`config.mk`:
```
export PLATFORM = sky130hd
export DESIGN_NAME = perf_counter_master
export DESIGN_NICKNAME = d
export VERILOG_FILES = /design/src/rtl/perf_counter_master.sv
export SDC_FILE = /design/constraint.sdc
export NUM_CORES = 1
export LEC_CHECK = 0
export ABC_AREA = 1
export CAP_MARGIN = 20
export CORE_ASPECT_RATIO = 1.1
export CORE_MARGIN = 4
export CORE_UTILIZATION = 54
export DETAILED_ROUTE_END_ITERATION = 10
export PLACE_DENSITY_LB_ADDON = 0.2
export SYNTH_ARGS = -nofsm -noshare
export SYNTH_HDL_FRONTEND = slang
export SYNTH_SLANG_ARGS = --single-unit
```
`constraint.sdc`:
```
create_clock -name clk -period 17.5 [get_ports clk]
set_clock_uncertainty 0.1 [all_clocks]
set_input_delay 2.625 -clock clk [delete_from_list [all_inputs] [get_ports clk]]
set_output_delay 2.625 -clock clk [all_outputs]
set_load 0.03 [all_outputs]
```
`src/rtl/perf_counter_master.sv`:
```
// Avalon-MM master that brackets sections of the four-section performance
// counter slave: local commands become go/stop/global-reset writes, and a
// snapshot command reads one section's 64-bit time (tear-checked) and events.
//
// Ports:
//   clk, reset            clock, asynchronous active-high reset
//   cmd_valid/cmd_ready   command handshake (ready only while idle)
//   cmd_op, cmd_section   0=start 1=stop 2=global reset 3=snapshot; section 0..3
//   avm_*                 Avalon-MM master towards the counter slave
//   snap_*                snapshot result; snap_valid is a one-cycle pulse
module perf_counter_master #(
  parameter int unsigned READ_LATENCY = 1,
  parameter int unsigned MAX_RETRY    = 3
) (
  input  logic        clk,
  input  logic        reset,
  input  logic        cmd_valid,
  output logic        cmd_ready,
  input  logic [1:0]  cmd_op,
  input  logic [1:0]  cmd_section,
  output logic [3:0]  avm_address,
  output logic        avm_write,
  output logic        avm_begintransfer,
  output logic        avm_read,
  output logic [31:0] avm_writedata,
  input  logic [31:0] avm_readdata,
  output logic        snap_valid,
  output logic [1:0]  snap_section,
  output logic [63:0] snap_time,
  output logic [31:0] snap_events,
  output logic        snap_torn
);

  localparam int unsigned CNT_W   = 3;
  localparam int unsigned RETRY_W = 3;
  localparam logic [CNT_W-1:0]   CNT_LAST  = CNT_W'(READ_LATENCY);
  localparam logic [RETRY_W-1:0] RETRY_MAX = RETRY_W'(MAX_RETRY);
  localparam logic [1:0]         OP_START  = 2'd0;
  localparam logic [1:0]         OP_GRST   = 2'd2;
  localparam logic [1:0]         OP_SNAP   = 2'd3;

  typedef enum logic [2:0] {
    S_IDLE, S_WR, S_RD_HI1, S_RD_LO, S_RD_HI2, S_RD_EV, S_DONE
  } state_t;

  state_t               state_q, state_d;
  logic [CNT_W-1:0]     cnt_q, cnt_d;
  logic [1:0]           op_q, op_d;
  logic [1:0]           sec_q, sec_d;
  logic [31:0]          hi1_q, hi1_d;
  logic [31:0]          lo_q, lo_d;
  logic [RETRY_W-1:0]   retry_q, retry_d;
  logic                 torn_q, torn_d;

  logic                 cmd_ready_q, cmd_ready_d;
  logic [3:0]           avm_address_q, avm_address_d;
  logic                 avm_write_q, avm_write_d;
  logic                 avm_begin_q, avm_begin_d;
  logic                 avm_read_q, avm_read_d;
  logic [31:0]          avm_writedata_q, avm_writedata_d;
  logic                 snap_valid_q, snap_valid_d;
  logic [1:0]           snap_section_q, snap_section_d;
  logic [63:0]          snap_time_q, snap_time_d;
  logic [31:0]          snap_events_q, snap_events_d;
  logic                 snap_torn_q, snap_torn_d;

  logic                 accept;
  logic                 rd_next;

  assign accept = cmd_valid && cmd_ready_q;

  // Next state, datapath captures, and output values decoded from the next state
  always_comb begin
    state_d         = state_q;
    cnt_d           = cnt_q;
    op_d            = op_q;
    sec_d           = sec_q;
    hi1_d           = hi1_q;
    lo_d            = lo_q;
    retry_d         = retry_q;
    torn_d          = torn_q;
    snap_valid_d    = 1'b0;
    snap_section_d  = snap_section_q;
    snap_time_d     = snap_time_q;
    snap_events_d   = snap_events_q;
    snap_torn_d     = snap_torn_q;

    unique case (state_q)
      S_IDLE: begin
        if (accept) begin
          op_d    = cmd_op;
          sec_d   = cmd_section;
          retry_d = '0;
          torn_d  = 1'b0;
          cnt_d   = '0;
          state_d = (cmd_op == OP_SNAP) ? S_RD_HI1 : S_WR;
        end
      end
      S_WR:   state_d = S_IDLE;
      S_RD_HI1, S_RD_LO, S_RD_HI2, S_RD_EV: begin
        if (cnt_q == CNT_LAST) begin
          cnt_d = '0;
          unique case (state_q)
            S_RD_HI1: begin
              hi1_d   = avm_readdata;
              state_d = S_RD_LO;
            end
            S_RD_LO: begin
              lo_d    = avm_readdata;
              state_d = S_RD_HI2;
            end
            S_RD_HI2: begin
              // High word moved since hi1: the low word may belong to either epoch
              if (avm_readdata == hi1_q) begin
                state_d = S_RD_EV;
              end else if (retry_q < RETRY_MAX) begin
                hi1_d   = avm_readdata;
                retry_d = retry_q + RETRY_W'(1);
                state_d = S_RD_LO;
              end else begin
                torn_d  = 1'b1;
                state_d = S_RD_EV;
              end
            end
            default: begin
              state_d        = S_DONE;
              snap_valid_d   = 1'b1;
              snap_section_d = sec_q;
              snap_time_d    = {hi1_q, lo_q};
              snap_events_d  = avm_readdata;
              snap_torn_d    = torn_q;
            end
          endcase
        end else begin
          cnt_d = cnt_q + CNT_W'(1);
        end
      end
      S_DONE:  state_d = S_IDLE;
      default: state_d = S_IDLE;
    endcase

    rd_next         = (state_d == S_RD_HI1) || (state_d == S_RD_LO) ||
                      (state_d == S_RD_HI2) || (state_d == S_RD_EV);
    cmd_ready_d     = (state_d == S_IDLE);
    avm_write_d     = (state_d == S_WR);
    avm_read_d      = rd_next;
    avm_begin_d     = (state_d == S_WR) || (rd_next && (cnt_d == '0));
    avm_writedata_d = ((state_d == S_WR) && (op_d == OP_GRST)) ? 32'd1 : 32'd0;

    unique case (state_d)
      S_WR:     avm_address_d = (op_d == OP_GRST) ? 4'd0
                                : {sec_d, 1'b0, (op_d == OP_START)};
      S_RD_HI1: avm_address_d = {sec_d, 2'd1};
      S_RD_HI2: avm_address_d = {sec_d, 2'd1};
      S_RD_LO:  avm_address_d = {sec_d, 2'd0};
      S_RD_EV:  avm_address_d = {sec_d, 2'd2};
      default:  avm_address_d = 4'd0;
    endcase
  end

  // State and output registers
  always_ff @(posedge clk or posedge reset) begin
    if (reset) begin
      state_q         <= S_IDLE;
      cnt_q           <= '0;
      op_q            <= '0;
      sec_q           <= '0;
      hi1_q           <= '0;
      lo_q            <= '0;
      retry_q         <= '0;
      torn_q          <= 1'b0;
      cmd_ready_q     <= 1'b0;
      avm_address_q   <= '0;
      avm_write_q     <= 1'b0;
      avm_begin_q     <= 1'b0;
      avm_read_q      <= 1'b0;
      avm_writedata_q <= '0;
      snap_valid_q    <= 1'b0;
      snap_section_q  <= '0;
      snap_time_q     <= '0;
      snap_events_q   <= '0;
      snap_torn_q     <= 1'b0;
    end else begin
      state_q         <= state_d;
      cnt_q           <= cnt_d;
      op_q            <= op_d;
      sec_q           <= sec_d;
      hi1_q           <= hi1_d;
      lo_q            <= lo_d;
      retry_q         <= retry_d;
      torn_q          <= torn_d;
      cmd_ready_q     <= cmd_ready_d;
      avm_address_q   <= avm_address_d;
      avm_write_q     <= avm_write_d;
      avm_begin_q     <= avm_begin_d;
      avm_read_q      <= avm_read_d;
      avm_writedata_q <= avm_writedata_d;
      snap_valid_q    <= snap_valid_d;
      snap_section_q  <= snap_section_d;
      snap_time_q     <= snap_time_d;
      snap_events_q   <= snap_events_d;
      snap_torn_q     <= snap_torn_d;
    end
  end

  assign cmd_ready         = cmd_ready_q;
  assign avm_address       = avm_address_q;
  assign avm_write         = avm_write_q;
  assign avm_begintransfer = avm_begin_q;
  assign avm_read          = avm_read_q;
  assign avm_writedata     = avm_writedata_q;
  assign snap_valid        = snap_valid_q;
  assign snap_section      = snap_section_q;
  assign snap_time         = snap_time_q;
  assign snap_events       = snap_events_q;
  assign snap_torn         = snap_torn_q;

endmodule

```
==> impl_metrics.json <==
{
  "routedWlPerCell_um": 14.6,
  "grt_usage_pct": 22.4,
  "avgSynthCellArea_sq_um": 9.03,
  "synth_seq_cells": 187,
  "min_period_over_period_pct": 26.6,
  "crit_fanout": 64,
  "setup_viol": 0,
  "die_area_sq_mm": 0.0166,
  "regArea_sq_mm": 0.00468,
  "start_kind": "input pin",
  "numClockSinks": 187,
  "synth_top_area_cell": "dfrtp_1",
  "yosysWarnings": 0,
  "mostFrequentLayoutCells": "nand2_1 (347), dfrtp_1 (187), clkdlybuf4s50_1 (147)",
  "die_x_um": 123,
  "swShare_pct": 39.7,
  "portBuffers": 147,
  "cp_common_cell": "nand2_1",
  "wl_mm": 17.7,
  "tightest_slew_ns": 0.910,
  "cts-hold-fix-buffers": 0,
  "ant_nets": 0,
  "core_sq_mm": 0.0144,
  "tritoncts": "yes",
  "grt_max_degree": 134,
  "power.density_mw_per_mm2": 185,
  "clk_pin_slew_ns": 0.07,
  "crit_path_end_kind": "flop",
  "num_vias": 6035,
  "syn_to_final_growth_pct": 26.4,
  "place.gp.congestion": 0.798,
  "power_frac_clock_pct": 20.1,
  "synth_edf_count": 0,
  "die-height_um": 135,
  "cts_buffers": 17,
  "overflow": 0,
  "start_util_pct": 55.0,
  "post_cts_buffers": 0,
  "nNetsFinal": 1052,
  "drc": 0,
  "critical_path_class": "input pin to flop",
  "finalCriticalPeriod_ns": 4.66,
  "power_switching_uw": 736,
  "status": "complete, no violations",
  "antennaDiodeCount": 0,
  "viasPerCell": 4.96,
  "insertion_delay_ns": 0.43,
  "synth_cell_type_count": 37,
  "power_mw": 1.85,
  "drt_first_iter_violations": 516,
  "final_common_cell": "nand2_1",
  "rows": 46,
  "crit_required_ns": 17.71,
  "hold_path.class": "flop to flop",
  "first_pass_iters": 5,
  "hold_viol": 0,
  "root_buffer": "clkbuf_16",
  "cellLeakagePower_nw": 5.00,
  "drive_above_1_share_pct": 9.07,
  "ys_async_sr_fraction_pct": 100,
  "combPwrFrac_pct": 41.0,
  "rsz0062_at_grt": "no",
  "r2r_setup_slack_ns": 15.15,
  "max_freq_ghz": 0.215,
  "netlist_instances": 876,
  "slew_violations": 0,
  "grt_pass1_vias": 5828,
  "synth_area_leaders": "dfrtp_1 (59%), nand2_1 (17%), o21ai_0 (6.4%)",
  "htree_num_levels": 4,
  "slowest_delay_ns": 0.66,
  "cap_violations": 0,
  "tns_ns": 0,
  "internal_power_mw": 1.12,
  "synth.top_cell.area_share_pct": 59.2,
  "synth_ff_type": "dfrtp_1",
  "multi_input_area_sq_mm": 0.00268,
  "seqPwrFrac_pct": 39.0,
  "critPathSlowestCell": "nand4_4",
  "synth_area_sq_mm": 0.00791,
  "ir_drop_uv": 98.3,
  "seq_area_frac_synth_pct": 59.2,
  "cts_buffer_depth": 2,
  "post_cts_resized": 0,
  "dp_hpwl_mm": 11.7,
  "grt_pass1_wl_mm": 29.0,
  "crit_chain": "clkdlybuf4s50_1 > inv_2 > nand2_1 > nand2_1 > nand2_1 > nor2_1 > nand2_1 > nor2_4 > nand3_4 > nand4_4 > o21ai_1",
  "antenna_found_initial": 0,
  "io_pins": 179,
  "arrival_ns": 4.87,
  "fillCellCount": 1126,
  "relSlewSlack_pct": 39.4
}
==> routing by layer <==
layer	track usage, %	vias up	wire, um
met5	0	-	0
met4	6.52	0	318
met3	5.53	27	941
met2	36.4	158	8860
met1	30.2	2907	7620
li1	-	2943	-
==> critical path: cells and delay by family <==
family          cells  cell delay [ns]
compound gates      1             0.43
buf+inv             2             0.56
simple gates        8             1.23
==> sequential cells by signal (all words and copies together) (netlist names), 3 cells and up <==
name,count
snap_time,64
hi1_q,32
avm_address,4
lo_q,32
snap_events,32
cnt_q,3
retry_q,3
state_q,3
==> stage by stage <==
step	util (%)	cells	area [sq um]	setup WS [ns]	hold WS [ns]
4_1_cts	69.2	1215	9950	12.84	0.372
6_report	69.5	1217	9990	12.84	0.364
2_1_floorplan	-	906	8020	9.69	0.342
3_5_place_dp	65.2	1183	9380	12.40	0.352
3_3_place_gp	65.2	1183	9380	12.50	0.351
5_1_grt	69.5	1217	9990	12.59	0.387
==> layout make-up <==
cell class / instances / share of cell area [%]
well taps: 192 / 2.40
repair buffers: 151 / 15.3
clock inverters: 9 / 0.864
inverters: 74 / 2.93
multi-input cells: 581 / 26.8
flip-flops and latches: 187 / 46.8
clock buffers: 23 / 4.88
==> synthesized netlist by cell type, drive strengths merged (2+ instances only) <==
cell    count
a21oi       4
buf        45
clkbuf     19
dfrtp     187
inv        74
nand2     355
nand3       6
nand4       2
nor2       28
nor3        6
o21ai     122
o31ai       2
xnor2      19
==> power groups by stage <==
stage | combinational [mW] | sequential (mW) | clock (mW)
3_3_place_gp | 0.746 | 0.723 | 0
4_1_cts | 0.768 | 0.722 | 0.378
5_1_grt | 0.831 | 0.745 | 0.397
3_5_place_dp | 0.762 | 0.725 | 0
6_report | 0.759 | 0.722 | 0.372
2_1_floorplan | 0.304 | 0.895 | 0
==> worst paths after layout <==
check | startpoint | cells after the start | endpoint
worst max register to register | cnt_q[1]$_DFF_PP0_ | 5 | snap_events[23]$_DFFE_PP0P_
worst max-delay path | avm_readdata[12] | 11 | hi1_q[23]$_DFFE_PP0P_
worst min register to register | lo_q[4]$_DFFE_PP0P_ | 2 | snap_time[4]$_DFFE_PP0P_
worst min-delay path | lo_q[4]$_DFFE_PP0P_ | 2 | snap_time[4]$_DFFE_PP0P_
max in group asynchronous | reset | 3 | snap_time[37]$_DFFE_PP0P_
min in group asynchronous | reset | 2 | snap_valid$_DFF_PP0_
==> cell families (layout without fill, tap and decap cells) <==
group / after synthesis / in the layout / share of synthesized area (%)
AND/OR/NAND/NOR: 399 / 399 / 21.3
adder cells (fa/ha/maj): 1 / 1 / 0.158
flip-flops: 187 / 187 / 59.2
other: 1 / 31 / 0.0474
XOR/XNOR: 19 / 19 / 2.10
buffers and inverters: 138 / 257 / 8.48
AO/OA/AOI/OAI: 131 / 131 / 8.70
Power figures use the tool's default switching activity.
